`config.mk`:
```
export PLATFORM = sky130hd
export DESIGN_NAME = counter_frame_tx
export DESIGN_NICKNAME = d
export VERILOG_FILES = /design/src/rtl/counter_frame_pkg.sv /design/src/rtl/counter_frame_shifter.sv /design/src/rtl/counter_frame_tx.sv
export SDC_FILE = /design/constraint.sdc
export NUM_CORES = 1
export LEC_CHECK = 0
export ABC_AREA = 1
export BUFFER_PORTS_ARGS = -buffer_cell sky130_fd_sc_hd__buf_4
export CAP_MARGIN = 10
export CELL_PAD_IN_SITES_DETAIL_PLACEMENT = 1
export CELL_PAD_IN_SITES_GLOBAL_PLACEMENT = 2
export CORE_MARGIN = 2
export CORE_UTILIZATION = 30
export CTS_CLUSTER_SIZE = 40
export DETAILED_ROUTE_END_ITERATION = 10
export GPL_ROUTABILITY_DRIVEN = 0
export MAX_ROUTING_LAYER = met4
export PLACE_DENSITY = 0.77
export SLEW_MARGIN = 20
export SYNTH_ARGS = -nofsm -noshare
export SYNTH_HDL_FRONTEND = slang
export SYNTH_SLANG_ARGS = --single-unit
```
`constraint.sdc`:
```
create_clock -name Clk -period 1.71 [get_ports Clk]
set_input_delay 0.2565 -clock Clk [delete_from_list [all_inputs] [get_ports Clk]]
set_output_delay 0.2565 -clock Clk [all_outputs]
set_load 0.005 [all_outputs]
```
`src/rtl/counter_frame_pkg.sv`:
```
// Shared types and constants for the counter snapshot framer.
// Frame layout: header, Cnt0 bytes MSB first, Cnt1 bytes MSB first, XOR checksum.
package counter_frame_pkg;

    typedef enum logic [1:0] {
        IDLE,
        HDR,
        DATA,
        SUM
    } frame_state_t;

    localparam logic [7:0] FRAME_HEADER = 8'hA5;

    // Total bytes on the wire for one frame: header + both counters + checksum.
    function automatic int frame_len(input int cnt_w);
        return 2 * (cnt_w / 8) + 2;
    endfunction

endpackage

```
`src/rtl/counter_frame_shifter.sv`:
```
// Snapshot register for both counters plus the running XOR checksum.
// The top byte of the snapshot is the data byte currently offered on the link.
module counter_frame_shifter
    import counter_frame_pkg::*;
#(
    parameter int CNT_W = 64
) (
    input  logic             Clk,
    input  logic             Reset,
    input  logic             load,
    input  logic             shift,
    input  logic [CNT_W-1:0] cnt0,
    input  logic [CNT_W-1:0] cnt1,
    output logic [7:0]       top_byte,
    output logic [7:0]       checksum
);

    logic [2*CNT_W-1:0] snap;

    assign top_byte = snap[2*CNT_W-1 -: 8];

    // NOTE: non-blocking assignments so every register samples pre-edge values;
    // the checksum must fold in the byte that is leaving, not the next one.
    always_ff @(posedge Clk) begin
        if (Reset) begin
            snap     <= '0;
            checksum <= 8'h00;
        end else if (load) begin
            snap     <= {cnt0, cnt1};
            checksum <= 8'h00;
        end else if (shift) begin
            snap     <= {snap[2*CNT_W-9:0], 8'h00};
            checksum <= checksum ^ top_byte;
        end
    end

endmodule

```
`src/rtl/counter_frame_tx.sv`:
```
// Frames a frozen snapshot of two counters onto an 8-bit valid/ready byte stream.
// All outputs come from registers or from a decode of the registered state.
module counter_frame_tx
    import counter_frame_pkg::*;
#(
    parameter int         CNT_W  = 64,
    parameter logic [7:0] HEADER = FRAME_HEADER
) (
    input  logic             Clk,
    input  logic             Reset,
    input  logic [CNT_W-1:0] Cnt0,
    input  logic [CNT_W-1:0] Cnt1,
    input  logic             Req,
    output logic [7:0]       TxData,
    output logic             TxValid,
    input  logic             TxReady,
    output logic             Busy,
    output logic             Done,
    output logic             Overrun
);

    localparam int NDATA = frame_len(CNT_W) - 2;
    localparam int IDX_W = $clog2(NDATA);
    localparam logic [IDX_W-1:0] LAST_IDX = IDX_W'(NDATA - 1);

    if (CNT_W % 8 != 0) begin : g_bad_width
        $error("CNT_W must be a multiple of 8");
    end

    frame_state_t     state, state_nxt;
    logic [IDX_W-1:0] idx;
    logic             load, shift, done_nxt;
    logic [7:0]       top_byte, checksum;

    counter_frame_shifter #(.CNT_W(CNT_W)) u_shifter (
        .Clk      (Clk),
        .Reset    (Reset),
        .load     (load),
        .shift    (shift),
        .cnt0     (Cnt0),
        .cnt1     (Cnt1),
        .top_byte (top_byte),
        .checksum (checksum)
    );

    always_ff @(posedge Clk) begin
        if (Reset) state <= IDLE;
        else       state <= state_nxt;
    end

    // NOTE: defaults first so no path through the case leaves a signal unassigned
    // (otherwise a latch is inferred).
    always_comb begin
        state_nxt = state;
        load      = 1'b0;
        shift     = 1'b0;
        done_nxt  = 1'b0;
        unique case (state)
            IDLE: if (Req) begin
                load      = 1'b1;
                state_nxt = HDR;
            end
            HDR:  if (TxReady) state_nxt = DATA;
            DATA: if (TxReady) begin
                shift = 1'b1;
                if (idx == LAST_IDX) state_nxt = SUM;
            end
            SUM:  if (TxReady) begin
                state_nxt = IDLE;
                done_nxt  = 1'b1;
            end
            default: state_nxt = IDLE;
        endcase
    end

    always_ff @(posedge Clk) begin
        if (Reset) begin
            idx     <= '0;
            Done    <= 1'b0;
            Overrun <= 1'b0;
        end else begin
            if (load)       idx <= '0;
            else if (shift) idx <= idx + 1'b1;
            Done <= done_nxt;
            // Any request while a frame is on the wire is dropped and remembered.
            if (Req && state != IDLE) Overrun <= 1'b1;
        end
    end

    always_comb begin
        TxValid = (state != IDLE);
        Busy    = (state != IDLE);
        unique case (state)
            HDR:     TxData = HEADER;
            DATA:    TxData = top_byte;
            SUM:     TxData = checksum;
            default: TxData = 8'h00;
        endcase
    end

endmodule

```
==> impl_metrics.py <==
metrics = {
    "floorplan": {
        "die-area_um2": 22300,
        "die_h_um": 149,
        "start_util": 0.303,
        "core_um2": 20900,
        "num_rows": 53,
        "ios": 144,
        "die_width_um": 149,
    },
    "global_routing": {
        "overflow": 0,
        "grt_max_degree": 87,
        "antenna_found_initial": 0,
        "grt_pass1_vias": 6303,
        "grt_usage": 0.186,
        "grt_pass1_wl_um": 32100,
    },
    "sta": {
        "final.min_clock_period_ns": 1.79,
        "drv_slew": 0,
        "worst_hold_slack_ns": 0.0802,
        "hold_violations": 0,
        "fin_skew_ns": 0.00985,
        "grt_setup_unrepaired": "yes",
        "timing.final.ws_setup_ns": -0.0764,
        "finalCritPeriodShare": 1.04,
        "max_slew_margin": 0.723,
        "setup-violations-final": 6,
        "fmax_mhz": 560,
        "tightest_slew_ns": 0.416,
    },
    "synth": {
        "ys_seq_area_frac": 0.456,
        "ys_ff_latch": 144,
        "synth_cell_types": 25,
        "netlist_area_um2": 6330,
        "syn_inst": 851,
        "synth_nets": 988,
        "ys_warn_count": 0,
        "avgSynthCellArea_um2": 7.44,
    },
    "routing": {
        "first_iter_violations": 354,
        "ant_nets": 0,
        "vias_per_cell": 5.13,
        "drcViolationCount": 0,
        "drt_pass1_iterations": 4,
        "wl_um": 23800,
        "wl_per_cell_um": 18.6,
        "vias": 6554,
    },
    "hold_path": {
        "hold_path.class": "input pin to flip-flop",
    },
    "final_layout": {
        "final_common_cell": "nand2_1",
        "final_layout_size_suffix_gt1_frac": 0.261,
        "final_cell_mix": "nand2_1 (286), buf_4 (152), dfxtp_1 (142)",
        "final_net_count": 1127,
        "post-route-util": 0.432,
        "seq_area_um2": 2890,
        "multi_input_area_um2": 3000,
        "n_antenna_cell": 0,
        "nFillCells": 2543,
        "syn_to_final_growth_pct": 42.5,
    },
    "cts": {
        "ctsHoldBuffers": 0,
        "path_clk_slew_ns": 0.06,
        "cts_tree": "built",
        "cts.sinks": 144,
        "cts_max_path_buffers": 2,
        "clock_latency_ns": 0.42,
        "cts_buffers": 17,
        "root_buffer": "clkbuf_16",
        "htreeDepth": 4,
    },
    "pwr": {
        "p_comb_frac": 0.362,
        "irDropWorstVdd_v": 0.000614,
        "p_per_area_nw_per_um2": 1490,
        "switchingPower_mw": 4.60,
        "swShare": 0.342,
        "leakagePower_nw": 3.49,
        "fin_total_pwr_mw": 13.4,
        "clockPowerShare": 0.307,
        "pwr-share-seq": 0.331,
        "p_int_mw": 8.84,
    },
    "critical_path": {
        "cpMaxStageDelayCell": "dfxtp_4",
        "critPathMaxFanout": 8,
        "crit_chain": "inv_6 -> ha_4 -> buf_12 -> nand2_2 -> o21ai_2 -> nand2_1 -> nand2_2 -> buf_6",
        "reg2regPathDepth": 10,
        "slowest_delay_ns": 0.37,
        "start_kind": "flip-flop",
        "endpoint": "TxData[0]",
        "rrSetupSlack_ns": 0.05,
        "path_class": "flip-flop to primary output",
        "cp-end-kind": "primary output",
        "r2r_start": "state[0]",
        "reg2reg_to": "u_shifter.snap[76]",
        "worstPathArrival_ns": 1.53,
        "cp-startpoint": "state[0]",
        "cp.required_ns": 1.45,
        "critPathMostFrequentCell": "nand2_2",
    },
    "placement": {
        "io_buffers": 143,
        "dp_hpwl_um": 12500,
        "place_ws_ns": 0.0778,
    },
    "run_status": {
        "violations": "negative setup slack",
        "status": "finished, violations left",
    },
    "job": {
        "max-cap-violations": 0,
    },
}
## power by group through the flow
stage / sequential, mW / clock (mW) / combinational, mW
3_3_place_gp: 4.47 / 0 / 3.34
2_1_floorplan: 4.37 / 0 / 2.45
3_5_place_dp: 4.48 / 0 / 3.38
6_report: 4.45 / 4.13 / 4.87
4_1_cts: 4.44 / 4.20 / 3.65
5_1_grt: 4.52 / 4.34 / 5.32
## stage by stage
stage | setup TNS (ns) | area [µm²] | cells
after floorplan | 0 | 6330 | 851
after global placement | 0 | 7550 | 1215
after detailed placement | 0 | 7550 | 1215
after CTS | -0.430 | 8380 | 1252
after global routing | -0.894 | 9020 | 1278
final | -0.219 | 9020 | 1278
## worst max-delay path: cells and delay by family, from the launching register on
kind | cells | cell delay (ns)
buffers and inverters | 3 | 0.30
flip-flops | 1 | 0.37
AO/OA/AOI/OAI | 1 | 0.06
AND/OR/NAND/NOR | 3 | 0.21
adder cells (fa/ha/maj) | 1 | 0.16
## routing by layer
metal | up-vias | track usage | wire length, µm
met1 | 3205 | 0.243 | 10900
met5 | - | - | 0
met2 | 146 | 0.295 | 11400
met4 | 0 | 0.0533 | 432
met3 | 31 | 0.0349 | 1010
li1 | 3172 | - | -
## layout make-up
| class | instances | share of cell area |
|---|---|---|
| clock buffers | 23 | 0.0552 |
| clock inverters | 9 | 0.0168 |
| inverters | 28 | 0.0155 |
| multi-input cells | 606 | 0.333 |
| flip-flops and latches | 144 | 0.320 |
| well taps | 275 | 0.0382 |
| repair buffers | 192 | 0.220 |
| repair inverters | 1 | 0.00125 |
## how the worst min path moves through the flow
stage / end / slack [ns] / cells past startpoint / startpoint
final: u_shifter.snap[2] / 0.08 / 3 / Cnt1[2]
after global routing: u_shifter.snap[0] / 0.08 / 3 / Cnt1[0]
after CTS: u_shifter.snap[2] / 0.07 / 3 / Cnt1[2]
after detailed placement: u_shifter.snap[91] / 0.46 / 2 / u_shifter.snap[91]
after global placement: u_shifter.snap[92] / 0.45 / 2 / u_shifter.snap[92]
after floorplan: u_shifter.snap[0] / 0.40 / 2 / Cnt1[0]
## kinds of logic (layout without fill, tap and decap cells)
logic type	count (synthesis)	in the layout	share of synthesized area
compound gates	169	169	0.157
buf+inv	101	253	0.0906
fa+ha+maj	5	5	0.00989
xor+xnor	4	4	0.00554
simple gates	428	428	0.281
flops	144	144	0.456
## synth_stat cells
| cell | count | share of area |
|---|---|---|
| xnor2_1 | 1 | 0.0014 |
| o211ai_1 | 8 | 0.0095 |
| buf_8 | 1 | 0.0024 |
| clkbuf_1 | 15 | 0.0089 |
| dfxtp_1 | 144 | 0.46 |
| nor3_1 | 2 | 0.0016 |
| buf_4 | 13 | 0.015 |
| nand3_1 | 112 | 0.089 |
| nand2_4 | 3 | 0.0053 |
| nor2_1 | 12 | 0.0071 |
| o21ai_0 | 12 | 0.0095 |
| a31oi_1 | 103 | 0.10 |
| o21ai_1 | 8 | 0.0063 |
| nand2_1 | 296 | 0.18 |
| xor2_1 | 3 | 0.0042 |
| nand4_1 | 2 | 0.0020 |
| inv_2 | 2 | 0.0012 |
| buf_2 | 31 | 0.025 |
| a21oi_1 | 38 | 0.030 |
| clkbuf_4 | 1 | 0.0012 |
| or2_2 | 1 | 0.00099 |
| clkinv_2 | 1 | 0.00079 |
| ha_1 | 5 | 0.0099 |
| buf_6 | 12 | 0.021 |
| inv_1 | 25 | 0.015 |
## state kept, by name, summed over array words and instances (netlist names)
signal              cells
idx                     4
Overrun                 1
u_shifter.snap        128
u_shifter.checksum      8
state                   2
Done                    1
## timing repair
item	CTS	global route
buffers inserted	5	7
pin swaps	3	7
gates resized for setup	37	39
setup endpoints to repair	10	135
cloned	1	19
No activity file was read; power rests on OpenSTA's default activity.
